===== config.mk =====
export PLATFORM = sky130hd
export DESIGN_NAME = encoder_ctrl
export DESIGN_NICKNAME = d
export VERILOG_FILES = /design/src/rtl/encoder_ctrl.sv
export SDC_FILE = /design/constraint.sdc
export NUM_CORES = 1
export LEC_CHECK = 0
export BUFFER_PORTS_ARGS = -buffer_cell sky130_fd_sc_hd__buf_4
export CORE_ASPECT_RATIO = 0.9
export CORE_MARGIN = 2
export CORE_UTILIZATION = 45
export DETAILED_ROUTE_END_ITERATION = 12
export PLACE_DENSITY = 0.64
export SYNTH_ARGS = -nofsm -noshare
export SYNTH_HDL_FRONTEND = slang
export SYNTH_SLANG_ARGS = --single-unit
export TNS_END_PERCENT = 20

===== constraint.sdc =====
create_clock -name clk -period 3.6 [get_ports clk]
set_input_delay 0.54 -clock clk [delete_from_list [all_inputs] [get_ports clk]]
set_output_delay 0.54 -clock clk [all_outputs]
set_load 0.01 [all_outputs]

===== src/rtl/encoder_ctrl.sv =====
// -----------------------------------------------------------------------------
// encoder_ctrl
//
// Sequencer for the zero-skipping brick encoder. It accepts one brick-encode
// request per filter window and enables the encoder for the conversion. When
// the encoder flags that its result is ready, the sequencer writes the packed
// value brick and then the offset brick back to neuron memory (NM). It then
// drops the encoder enable for one cycle, which returns the encoder to its
// first state, before it accepts the next request.
//
// Optional feature macro: ENC_CTRL_STATS_EN
//   When defined, the stat_bricks and stat_timeouts counter ports are added.
//   When undefined, those ports and counters are absent and the behaviour is
//   otherwise identical.
//
// Parameters
//   ADDR_W    NM address width
//   OFF_ADDR  offset added to the brick address for the offset-brick write
//             (wraps modulo 2^ADDR_W)
//   TIMEOUT   maximum number of ENCODE cycles before the request is aborted
//             (must be >= 17 and < 256)
//
// Ports
//   clk             system clock
//   rst             synchronous, active-high reset
//   brick_valid     request to encode the brick at the encoder inputs
//   brick_ready     controller can accept a request (state == IDLE)
//   brick_addr      NM address of the value brick, sampled on handshake
//   enc_en          encoder enable; low returns the encoder to its first state
//   enc_data_ready  encoder result (packed brick + offsets) valid and held
//   nm_wr_en        NM write request, held until acknowledged
//   nm_wr_sel       0 = value brick, 1 = offset brick
//   nm_wr_addr      NM write address
//   nm_wr_ack       NM accepted the write this cycle
//   busy            high in any state other than IDLE
//   done            one-cycle pulse when a brick is fully written back
//   err_timeout     sticky; the encoder never flagged ready in time
//   stat_bricks     (stats build) completed bricks, saturating
//   stat_timeouts   (stats build) timeout aborts, saturating
// -----------------------------------------------------------------------------
module encoder_ctrl #(
  parameter int ADDR_W   = 12,
  parameter int OFF_ADDR = 256,
  parameter int TIMEOUT  = 20
) (
  input  logic              clk,
  input  logic              rst,
  input  logic              brick_valid,
  output logic              brick_ready,
  input  logic [ADDR_W-1:0] brick_addr,
  output logic              enc_en,
  input  logic              enc_data_ready,
  output logic              nm_wr_en,
  output logic              nm_wr_sel,
  output logic [ADDR_W-1:0] nm_wr_addr,
  input  logic              nm_wr_ack,
  output logic              busy,
  output logic              done,
  output logic              err_timeout
`ifdef ENC_CTRL_STATS_EN
  ,
  output logic [15:0]       stat_bricks,
  output logic [7:0]        stat_timeouts
`endif
);

  localparam logic [2:0] ST_IDLE    = 3'd0;
  localparam logic [2:0] ST_ENCODE  = 3'd1;
  localparam logic [2:0] ST_WR_DATA = 3'd2;
  localparam logic [2:0] ST_WR_OFF  = 3'd3;
  localparam logic [2:0] ST_RELEASE = 3'd4;

  // Offset truncated to the address width so the sum wraps naturally.
  localparam logic [ADDR_W-1:0] OFF_ADDR_W = OFF_ADDR[ADDR_W-1:0];
  localparam logic [7:0]        TO_LAST    = 8'(TIMEOUT - 1);

  logic [2:0]        state_reg,   state_next;
  logic              enc_en_reg,  enc_en_next;
  logic              wr_en_reg,   wr_en_next;
  logic              wr_sel_reg,  wr_sel_next;
  logic [ADDR_W-1:0] wr_addr_reg, wr_addr_next;
  logic              done_reg,    done_next;
  logic              err_reg,     err_next;
  logic [7:0]        cnt_reg,     cnt_next;
  logic [ADDR_W-1:0] addr_reg,    addr_next;

  always_comb begin
    state_next   = state_reg;
    enc_en_next  = enc_en_reg;
    wr_en_next   = wr_en_reg;
    wr_sel_next  = wr_sel_reg;
    wr_addr_next = wr_addr_reg;
    done_next    = 1'b0;
    err_next     = err_reg;
    cnt_next     = cnt_reg;
    addr_next    = addr_reg;

    case (state_reg)
      ST_IDLE: begin
        if (brick_valid) begin
          addr_next   = brick_addr;
          cnt_next    = 8'd0;
          enc_en_next = 1'b1;
          state_next  = ST_ENCODE;
        end
      end
      ST_ENCODE: begin
        cnt_next = cnt_reg + 8'd1;
        // A ready flag wins over a timeout that lands in the same cycle.
        if (enc_data_ready) begin
          wr_en_next   = 1'b1;
          wr_sel_next  = 1'b0;
          wr_addr_next = addr_reg;
          state_next   = ST_WR_DATA;
        end else if (cnt_reg == TO_LAST) begin
          err_next    = 1'b1;
          enc_en_next = 1'b0;
          state_next  = ST_RELEASE;
        end
      end
      ST_WR_DATA: begin
        // enc_en stays high so the encoder keeps holding its outputs.
        if (nm_wr_ack) begin
          wr_sel_next  = 1'b1;
          wr_addr_next = addr_reg + OFF_ADDR_W;
          state_next   = ST_WR_OFF;
        end
      end
      ST_WR_OFF: begin
        if (nm_wr_ack) begin
          wr_en_next  = 1'b0;
          enc_en_next = 1'b0;
          done_next   = 1'b1;
          state_next  = ST_RELEASE;
        end
      end
      ST_RELEASE: begin
        // One cycle with enc_en low lets the encoder reset to its first state.
        state_next = ST_IDLE;
      end
      default: begin
        state_next = ST_IDLE;
      end
    endcase
  end

  always_ff @(posedge clk) begin
    if (rst) begin
      state_reg   <= ST_IDLE;
      enc_en_reg  <= 1'b0;
      wr_en_reg   <= 1'b0;
      wr_sel_reg  <= 1'b0;
      wr_addr_reg <= '0;
      done_reg    <= 1'b0;
      err_reg     <= 1'b0;
      cnt_reg     <= 8'd0;
      addr_reg    <= '0;
    end else begin
      state_reg   <= state_next;
      enc_en_reg  <= enc_en_next;
      wr_en_reg   <= wr_en_next;
      wr_sel_reg  <= wr_sel_next;
      wr_addr_reg <= wr_addr_next;
      done_reg    <= done_next;
      err_reg     <= err_next;
      cnt_reg     <= cnt_next;
      addr_reg    <= addr_next;
    end
  end

  assign brick_ready = (state_reg == ST_IDLE);
  assign busy        = (state_reg != ST_IDLE);
  assign enc_en      = enc_en_reg;
  assign nm_wr_en    = wr_en_reg;
  assign nm_wr_sel   = wr_sel_reg;
  assign nm_wr_addr  = wr_addr_reg;
  assign done        = done_reg;
  assign err_timeout = err_reg;

`ifdef ENC_CTRL_STATS_EN
  logic [15:0] bricks_reg;
  logic [7:0]  timeouts_reg;

  // The events are decoded from the current state so they line up with the
  // transitions that raise done and err_timeout.
  always_ff @(posedge clk) begin
    if (rst) begin
      bricks_reg   <= 16'd0;
      timeouts_reg <= 8'd0;
    end else begin
      if (state_reg == ST_WR_OFF && nm_wr_ack && bricks_reg != 16'hFFFF)
        bricks_reg <= bricks_reg + 16'd1;
      if (state_reg == ST_ENCODE && !enc_data_ready && cnt_reg == TO_LAST &&
          timeouts_reg != 8'hFF)
        timeouts_reg <= timeouts_reg + 8'd1;
    end
  end

  assign stat_bricks   = bricks_reg;
  assign stat_timeouts = timeouts_reg;
`endif

endmodule


==> results list, run 1 <==
* Total number of yosys warnings: 0
- Entering global routing, the biggest net connects 43 pins.
- Crit path cell chain: nand3b_1 > a21oi_2 > mux2i_1 > nor2_1
- The floorplan step set the die width to 69.1 microns.
* Sequential Power Share: 44.4%
* DRT Wirelength: 3.62 mm
- The congestion estimate from routability-driven global placement came to 0.831.
* Layout cells sized above 1: 20.1%
- The analysis attributes to cell leakage a power of 0.804 nW.
* Setup TNS Final: 0 ns
* Critical path startpoint category: flip-flop
- The first global-routing pass estimated 6.00 mm of wire.
* Slew of the pin with the lowest slew margin: 0.950 ns
- Setup violations remaining at the end of the flow were counted as 0.
- After detailed routing, the average wire length per cell comes to 12.9 microns.
- Overall die area: 4320 sq um
- Hold repair after CTS inserted 0 buffers.
- The cell sitting at the root of the clock tree is a sky130_fd_sc_hd__clkbuf_8.
* Diodes inserted: 0
- Instance count of the mapped netlist: 204
- The number of nets in the synthesized netlist is 223.
- Counting flops and latches in the post-synthesis netlist gives 40.
* Total vias in the final route: 1,502
- TritonCTS clock tree: built
- Clock latency of the later-clocked register in the worst-skew pair: 0.28 ns
- Critical Path RT: 3.76 ns
- Path category of the worst min-delay check: reg2reg
- Crit. End Element: flip-flop
* Via count of the first global-routing pass: 1,399
* Resized Gates After CTS: 0
- Clock-pin slew was measured on the worst setup and hold paths at 0.08 ns.
- Dividing total power by cell area gives a power density of 636 nW/um^2.
* Overall Global Routing Usage: 17.1%
- Post-CTS Setup Inserts: 0
* CTS Buf Count: 5
* Syn Std Cell Area: 1720 sq um
- Period Utilization, post-route: 56.0%
- Highest Clock Rate: 0.496 GHz
- Fin nets: 253
- Once detailed placement completed, the half-perimeter wirelength came to 2.52 mm.
* Maximum count of clock buffers along a single path: 2
* Clk pwr share: 21.2%
- For this design, the slowest cell found on the critical path is sky130_fd_sc_hd__a21oi_2.
* Total gr overflow: 0
* Maximum vdd drop: 0.000279 V
- Starting density of the core: 46.6%
* Drt first-iter violations: 71
* Placeable core region: 3680 sq um
- In the post-route analysis, the smallest setup slack over all paths is 1.58 ns.
* H-tree lvl count: 2
- Largest fanout of any net on the critical path: 17
- Ports: 36
- Setup repair after global routing left no endpoint under its margin.
- Number of pins with negative max-slew slack in the final report: 0
* Chip height: 62.6 microns
* Sw frac: 35.9%
* CTS sink count: 40
* P_sw: 0.472 mW
- Row generation in the floorplan step produced 21 rows.
- Dividing the detail-routed via count by the number of cells gives 5.36.
* Cell internal pwr: 0.844 mW
- After synthesis, the netlist uses 40 different library cells.
* Category of the most critical setup path: reg2reg
- For the finished layout, the period the worst path requires is 2.02 ns.
- Number of endpoints with negative hold slack in the final report: 0
* Maximum Capacitance Violations: 0
* Mapped Avg Cell Area: 8.41 sq um
- At the placement stage, the worst setup path has a slack of 1.56 ns.
- The flow ran to the end, and the final reports show no timing, DRC or antenna violations.
- Area added between synthesis and finish: 20.6%
- Pre-antenna DRT Iters: 4
* Number of remaining DRC errors: 0
- Slew Limit Headroom: 36.7%
- Reg2reg setup slack: 1.58 ns
- The largest single stage delay on the critical path is 0.79 ns.
- Remaining antenna violation count: 0
- Portion of the post-synthesis area used by sequential elements: 46.7%
* Count of port buffers added during placement: 35
* Initial antenna violation count: 0
- Fillers: 359
* Critical Path AT: 2.18 ns
- Combinational cells account for 34.3% of the total power.
- Clock skew after layout: 0.00859 ns
==> final timing paths <==
kind | to | cells after the start | start
worst min-delay path | addr_reg[7]$_SDFFE_PP0P_ | 2 | addr_reg[7]$_SDFFE_PP0P_
worst max-delay path | nm_wr_addr[1]$_SDFFE_PP0P_ | 4 | state_reg[0]$_SDFFE_PP0P_
worst max register to register | nm_wr_addr[1]$_SDFFE_PP0P_ | 4 | state_reg[0]$_SDFFE_PP0P_
worst min register to register | addr_reg[7]$_SDFFE_PP0P_ | 2 | addr_reg[7]$_SDFFE_PP0P_
==> per-layer routing <==
metal	up-vias	routed length (microns)	GRT usage, %
met3	10	177	5.48
met2	35	1700	29.0
li1	774	-	-
met5	-	0	0
met1	683	1650	19.5
met4	0	99	8.09
==> kinds of logic after synthesis <==
logic type	Yosys count	synth area share, %
flops	40	46.7
mux	9	5.25
xor+xnor	3	1.53
compound gates	43	15.8
simple gates	93	26.0
fa+ha+maj	2	1.46
buf+inv	14	3.28
==> placed cells by master, fill, tap and decap left out, types with 2 or more instances in the layout <==
cell type                   n
sky130_fd_sc_hd__nand3b_1   4
sky130_fd_sc_hd__a211oi_1   5
sky130_fd_sc_hd__a21oi_1   22
sky130_fd_sc_hd__nand2_1   37
sky130_fd_sc_hd__nor2_1    24
sky130_fd_sc_hd__nand2b_1   3
sky130_fd_sc_hd__a211o_1    2
sky130_fd_sc_hd__xor2_1     2
sky130_fd_sc_hd__nor2b_1    2
sky130_fd_sc_hd__inv_1      2
sky130_fd_sc_hd__ha_1       2
sky130_fd_sc_hd__o21ai_0    4
sky130_fd_sc_hd__a311oi_1   2
sky130_fd_sc_hd__nor3_1     5
sky130_fd_sc_hd__mux2i_1    9
sky130_fd_sc_hd__clkbuf_8   5
sky130_fd_sc_hd__nand3_1    5
sky130_fd_sc_hd__nor3b_1    3
sky130_fd_sc_hd__dfxtp_1   40
sky130_fd_sc_hd__buf_4     35
==> through the flow <==
stage               std cells  utilization, %  hold slack [ns]  area [sq um]  total power, mW
finish                    280            56.2            0.457          2070             1.32
global route              280            56.2            0.488          2070             1.41
CTS                       280            56.2            0.458          2070             1.32
detailed placement        273            54.0            0.448          1990             1.05
global placement          273            54.0            0.442          1990             1.04
floorplan                 204               -            0.436          1720            0.902
==> critical path, delay by kind of cell, from the launching register on <==
kind / cells / cell delay, ns
DFF: 1 / 0.57
muxes: 1 / 0.28
and+or+nand+nor: 2 / 0.25
AOI/OAI and AO/OA: 1 / 0.79
==> final cells by class <==
cell class,count,area [sq um],area share (%)
Clock buffer,5,68.8,3.33
Clock inverter,2,12.5,0.605
Inverter,2,7.51,0.363
Multi-Input combinational cell,150,858,41.5
Sequential cell,40,801,38.7
Tap cell,46,57.6,2.78
Timing Repair Buffer,35,263,12.7
==> power groups by stage <==
| stage | registers (mW) | logic [mW] | clock network [mW] |
|---|---|---|---|
| 2_1_floorplan | 0.578 | 0.324 | 0 |
| 3_3_place_gp | 0.589 | 0.449 | 0 |
| 3_5_place_dp | 0.594 | 0.454 | 0 |
| 4_1_cts | 0.583 | 0.455 | 0.286 |
| 5_1_grt | 0.594 | 0.510 | 0.308 |
| 6_report | 0.585 | 0.451 | 0.280 |
==> Yosys cell counts (all sizes together) <==
cell / count / area share, %
and2: 1 / 0.36
nand4b: 1 / 0.51
nor4b: 1 / 0.51
inv: 2 / 0.44
a21oi: 23 / 6.9
o311ai: 1 / 0.51
o31ai: 1 / 0.73
a211o: 2 / 1.0
or4b: 1 / 0.58
nand3b: 4 / 1.8
ha: 2 / 1.5
buf: 2 / 0.58
mux2i: 9 / 5.3
nand3: 5 / 1.5
nand2: 37 / 8.1
a41oi: 1 / 0.51
xnor2: 1 / 0.51
a41o: 1 / 0.58
o21ai: 5 / 1.5
or3b: 2 / 1.0
xor2: 2 / 1.0
nor3b: 3 / 1.3
dfxtp: 40 / 47
clkbuf: 10 / 2.3
nor2b: 2 / 0.73
a31oi: 1 / 0.36
and3: 1 / 0.36
nand2b: 3 / 1.1
or4: 2 / 1.1
a311oi: 2 / 1.0
nand4: 1 / 0.36
a211oi: 5 / 2.2
nor2: 24 / 5.3
nor3: 5 / 1.5
a2bb2oi: 1 / 0.51
Note: power is estimated with default switching activity, not from simulation.
==> run 2: changes to the inputs <==
--- a/config.mk
+++ b/config.mk
@@ -10,7 +10,7 @@
 export CORE_MARGIN = 2
 export CORE_UTILIZATION = 45
 export DETAILED_ROUTE_END_ITERATION = 12
-export PLACE_DENSITY = 0.64
+export PLACE_DENSITY = 0.66
 export SYNTH_ARGS = -nofsm -noshare
 export SYNTH_HDL_FRONTEND = slang
 export SYNTH_SLANG_ARGS = --single-unit
==> constraint.sdc (replaced) <==
create_clock -name clk -period 1.7 [get_ports clk]
set_input_delay 0.255 -clock clk [delete_from_list [all_inputs] [get_ports clk]]
set_output_delay 0.255 -clock clk [all_outputs]
set_load 0.01 [all_outputs]
==> run 2 against run 1 <==
Effect of this change:
- utilization up 3.9 points
- non-clock buffer count up 14
- worst hold slack worse by 0.25 ns
- flip-flop and latch count unchanged
- total power up 130%
- critical path depth up 2
- design area up 7.0%
- worst setup slack worse by 1.5 ns
- wire length up 2.2%
- first-iteration DRC count up 24%
- critical path type unchanged
- critical endpoint is now nm_wr_addr[11]$_SDFFE_PP0P_
==> results list, run 2 (synthesis gave the netlist of run 1 again) <==
* Clock latency of the later-clocked register in the worst-skew pair: 0.29 ns (was 0.28 ns)
- Floorplan die width: 69.1 microns (unchanged)
* Ports: 36 (unchanged)
* Placeable core region: 3680 sq um (unchanged)
- RSZ-0062 raised after global routing: no (unchanged).
- Number of remaining DRC errors: 0 (unchanged)
- H-tree lvl count: 2 (unchanged)
* Crit. End Element: flip-flop (unchanged)
- Areal power density over the cells: 1370 nW/um^2 (was 636 nW/um^2)
- The final design instance area without fill came to 2210 sq um (was 2070 sq um).
* Slew of the pin with the lowest slew margin: 0.414 ns (was 0.950 ns)
* Period Utilization, post-route: 93.1% (was 56.0%)
- Result of the run: finished clean (unchanged)
- Most common cell after layout, fill and taps aside: sky130_fd_sc_hd__buf_4 (was sky130_fd_sc_hd__dfxtp_1)
- The critical path data required time came to 1.90 ns (was 3.76 ns).
- The number of inserted diodes came to 0 (unchanged).
* Routed len/inst: 12.6 microns (was 12.9 microns)
- Post-CTS Setup Inserts: 0 (unchanged)
- The final number of setup-violating endpoints was 0 (unchanged).
* Worst Hold Slack: 0.212 ns (was 0.457 ns)
- The number of max-slew violations in the final report came to 0 (unchanged).
* Number of instances on the worst hold path: 3 (was 2)
* Overall die area: 4320 sq um (unchanged)
* Overall Global Routing Usage: 17.0% (was 17.1%)
- Drt first-iter violations: 88 (was 71)
* Count of port buffers added during placement: 35 (unchanged)
- The launching element type of the critical path was a flip-flop (unchanged).
- The TritonCTS clock tree is built (unchanged).
- The worst hold endpoint is addr_reg[2]$_SDFFE_PP0P_ (was addr_reg[7]$_SDFFE_PP0P_).
- Number of endpoints with negative hold slack in the final report: 0 (unchanged)
- The number of rows created at floorplan is 21 (unchanged).
- The worst endpoint data arrival time came to 1.78 ns (was 2.18 ns).
- Total gr overflow: 0 (unchanged)
- The startpoint of the worst hold path is brick_addr[2] (was addr_reg[7]$_SDFFE_PP0P_).
- Path category of the worst min-delay check: in2reg (was reg2reg)
- Final critical path time including I/O delays and setup: 1.58 ns (was 2.02 ns)
- The half-perimeter wire length after detailed placement was 2.54 mm (was 2.52 mm).
- The startpoint of the worst register-to-register path was state_reg[1]$_SDFFE_PP0P_ (was state_reg[0]$_SDFFE_PP0P_).
- Leakage power summed over all cells: 0.892 nW (was 0.804 nW)
* CP Buf/Inv Count: 2 (was 0)
* Chip height: 62.6 microns (unchanged)
* Crit path largest cell delay: 0.34 ns (was 0.79 ns)
- DRT Wirelength: 3.71 mm (was 3.62 mm)
- The length of the first detailed-routing pass in iterations was 4 (unchanged).
- Area post-placement: 2110 sq um (was 1990 sq um)
- The routability congestion estimate from global placement came to 0.757 (was 0.831).
- Hold buffer count at cts: 0 (unchanged)
- Counting stages on the worst path, the most repeated cell is sky130_fd_sc_hd__buf_4.
* Total vias in the final route: 1,532 (was 1,502)
* Fin nets: 267 (was 253)
- The pin count of the biggest net entering global routing was 43 (unchanged).
- Maximum Capacitance Violations: 0 (unchanged)
* Wire length of the first global-routing pass: 5.99 mm (was 6.00 mm)
- FF-to-FF End: nm_wr_addr[11]$_SDFFE_PP0P_ (was nm_wr_addr[1]$_SDFFE_PP0P_)
- Maximum vdd drop: 0.000668 V (was 0.000279 V)
- Maximum count of clock buffers along a single path: 2 (unchanged)
* Worst R2R Path Depth: 6 (was 4)
- Highest-count cells in the layout ignoring fill and taps: sky130_fd_sc_hd__buf_4 (48), sky130_fd_sc_hd__dfxtp_1 (40), sky130_fd_sc_hd__nand2_1 (37) (was sky130_fd_sc_hd__dfxtp_1 (40), sky130_fd_sc_hd__nand2_1 (37), sky130_fd_sc_hd__buf_4 (35))
- The clock transition time at the flip-flop clock pins of the worst setup and hold paths is 0.08 ns (about the same).
* Category of the most critical setup path: reg2reg (unchanged)
- Remaining antenna violation count: 0 (unchanged)
* Initial antenna violation count: 0 (unchanged)
- CTS Buf Count: 5 (unchanged)
* Clock skew after layout: 0.00957 ns (was 0.00859 ns)
- Area added between synthesis and finish: 29.0% (was 20.6%)
* Kind of cell adding the most delay to the critical path: simple AND/OR/NAND/NOR gates (was compound AO/OA/AOI/OAI gates)
- Master cell of the clock root buffer: sky130_fd_sc_hd__clkbuf_8 (unchanged)
- Starting density of the core: 46.6% (unchanged)
- Via count of the first global-routing pass: 1,288 (was 1,399)
* Crit path cell chain: buf_4 > nor3b_1 > buf_4 > nand4_1 > xor2_1 > a211oi_1 (was nand3b_1 > a21oi_2 > mux2i_1 > nor2_1)
- The detail-routed via count per cell came to 5.19 (was 5.36).
* Layout cells sized above 1: 25.7% (was 20.1%)
- The number of sinks on the clock net is 40 (unchanged).
- Largest fanout of any net on the critical path: 15 (was 17)
- The final core utilization came to 60.2% (was 56.2%).
* CP max stage cell: sky130_fd_sc_hd__dfxtp_1 (was sky130_fd_sc_hd__a21oi_2)
- The setup TNS after final layout came to 0 ns (unchanged).
- Highest Clock Rate: 0.632 GHz (was 0.496 GHz)
- Reg2reg setup slack: 0.12 ns (was 1.58 ns)
- The tightest slew margin relative to the limit came to 72.1% (was 36.7%).
-- run 2: layout make-up --
cell class              instances  area, sq um
clock buffers                   5         68.8
fillers                       352         1470
flip-flops and latches         40          801
inverters                       2         7.51
repair buffers                 49          380
well taps                      46         57.6
multi-input cells             150          880
clock inverters                 3         18.8
-- run 2: power breakdown --
group	internal (mW)	switching [mW]
combinational	0.590	0.649
clock	0.286	0.333
sequential	1.09	0.0800
-- run 2: per-layer routing --
layer	vias up	global-route usage [%]	wire (microns)
li1	802	-	-
met1	694	24.1	1860
met2	32	25.7	1660
met3	4	4.52	160
met4	0	4.41	19
met5	-	0	0
-- run 2: worst reg2reg max path, cell delays in order, from the launching register on --
cell and delay (ns):
sky130_fd_sc_hd__dfxtp_1 0.34, sky130_fd_sc_hd__buf_4 0.20, sky130_fd_sc_hd__nor3b_1 0.29, sky130_fd_sc_hd__buf_4 0.19, sky130_fd_sc_hd__nand4_1 0.12, sky130_fd_sc_hd__xor2_1 0.16, sky130_fd_sc_hd__a211oi_1 0.21
-- run 2: what timing repair did --
action                     4_1_cts  5_1_grt
gates resized for setup          0        3
setup endpoints to repair        2        3
pin swaps                        1        0
-- run 2: how the worst max path moves through the flow --
stage / from / slack [ns] / cells after the start / to
global route: cnt_reg[1]$_SDFFE_PP0P_ / 0.03 / 5 / state_reg[2]$_SDFFE_PP0P_
finish: state_reg[1]$_SDFFE_PP0P_ / 0.12 / 6 / nm_wr_addr[11]$_SDFFE_PP0P_
global placement: cnt_reg[1]$_SDFFE_PP0P_ / 0.03 / 5 / enc_en$_SDFFE_PP0P_
CTS: cnt_reg[1]$_SDFFE_PP0P_ / 0.005 / 5 / state_reg[2]$_SDFFE_PP0P_
detailed placement: cnt_reg[1]$_SDFFE_PP0P_ / -0.008 / 5 / state_reg[2]$_SDFFE_PP0P_
floorplan: state_reg[0]$_SDFFE_PP0P_ / 0.01 / 5 / cnt_reg[7]$_SDFFE_PP0P_
-- run 2: metrics by stage --
stage / setup slack, ns / std cells / power [mW]
after global placement: 0.0329 / 287 / 2.41
after global routing: 0.0272 / 295 / 3.24
after detailed placement: -0.00824 / 287 / 2.42
final: 0.117 / 295 / 3.02
after floorplan: 0.0103 / 204 / 1.91
after CTS: 0.00521 / 295 / 3.04
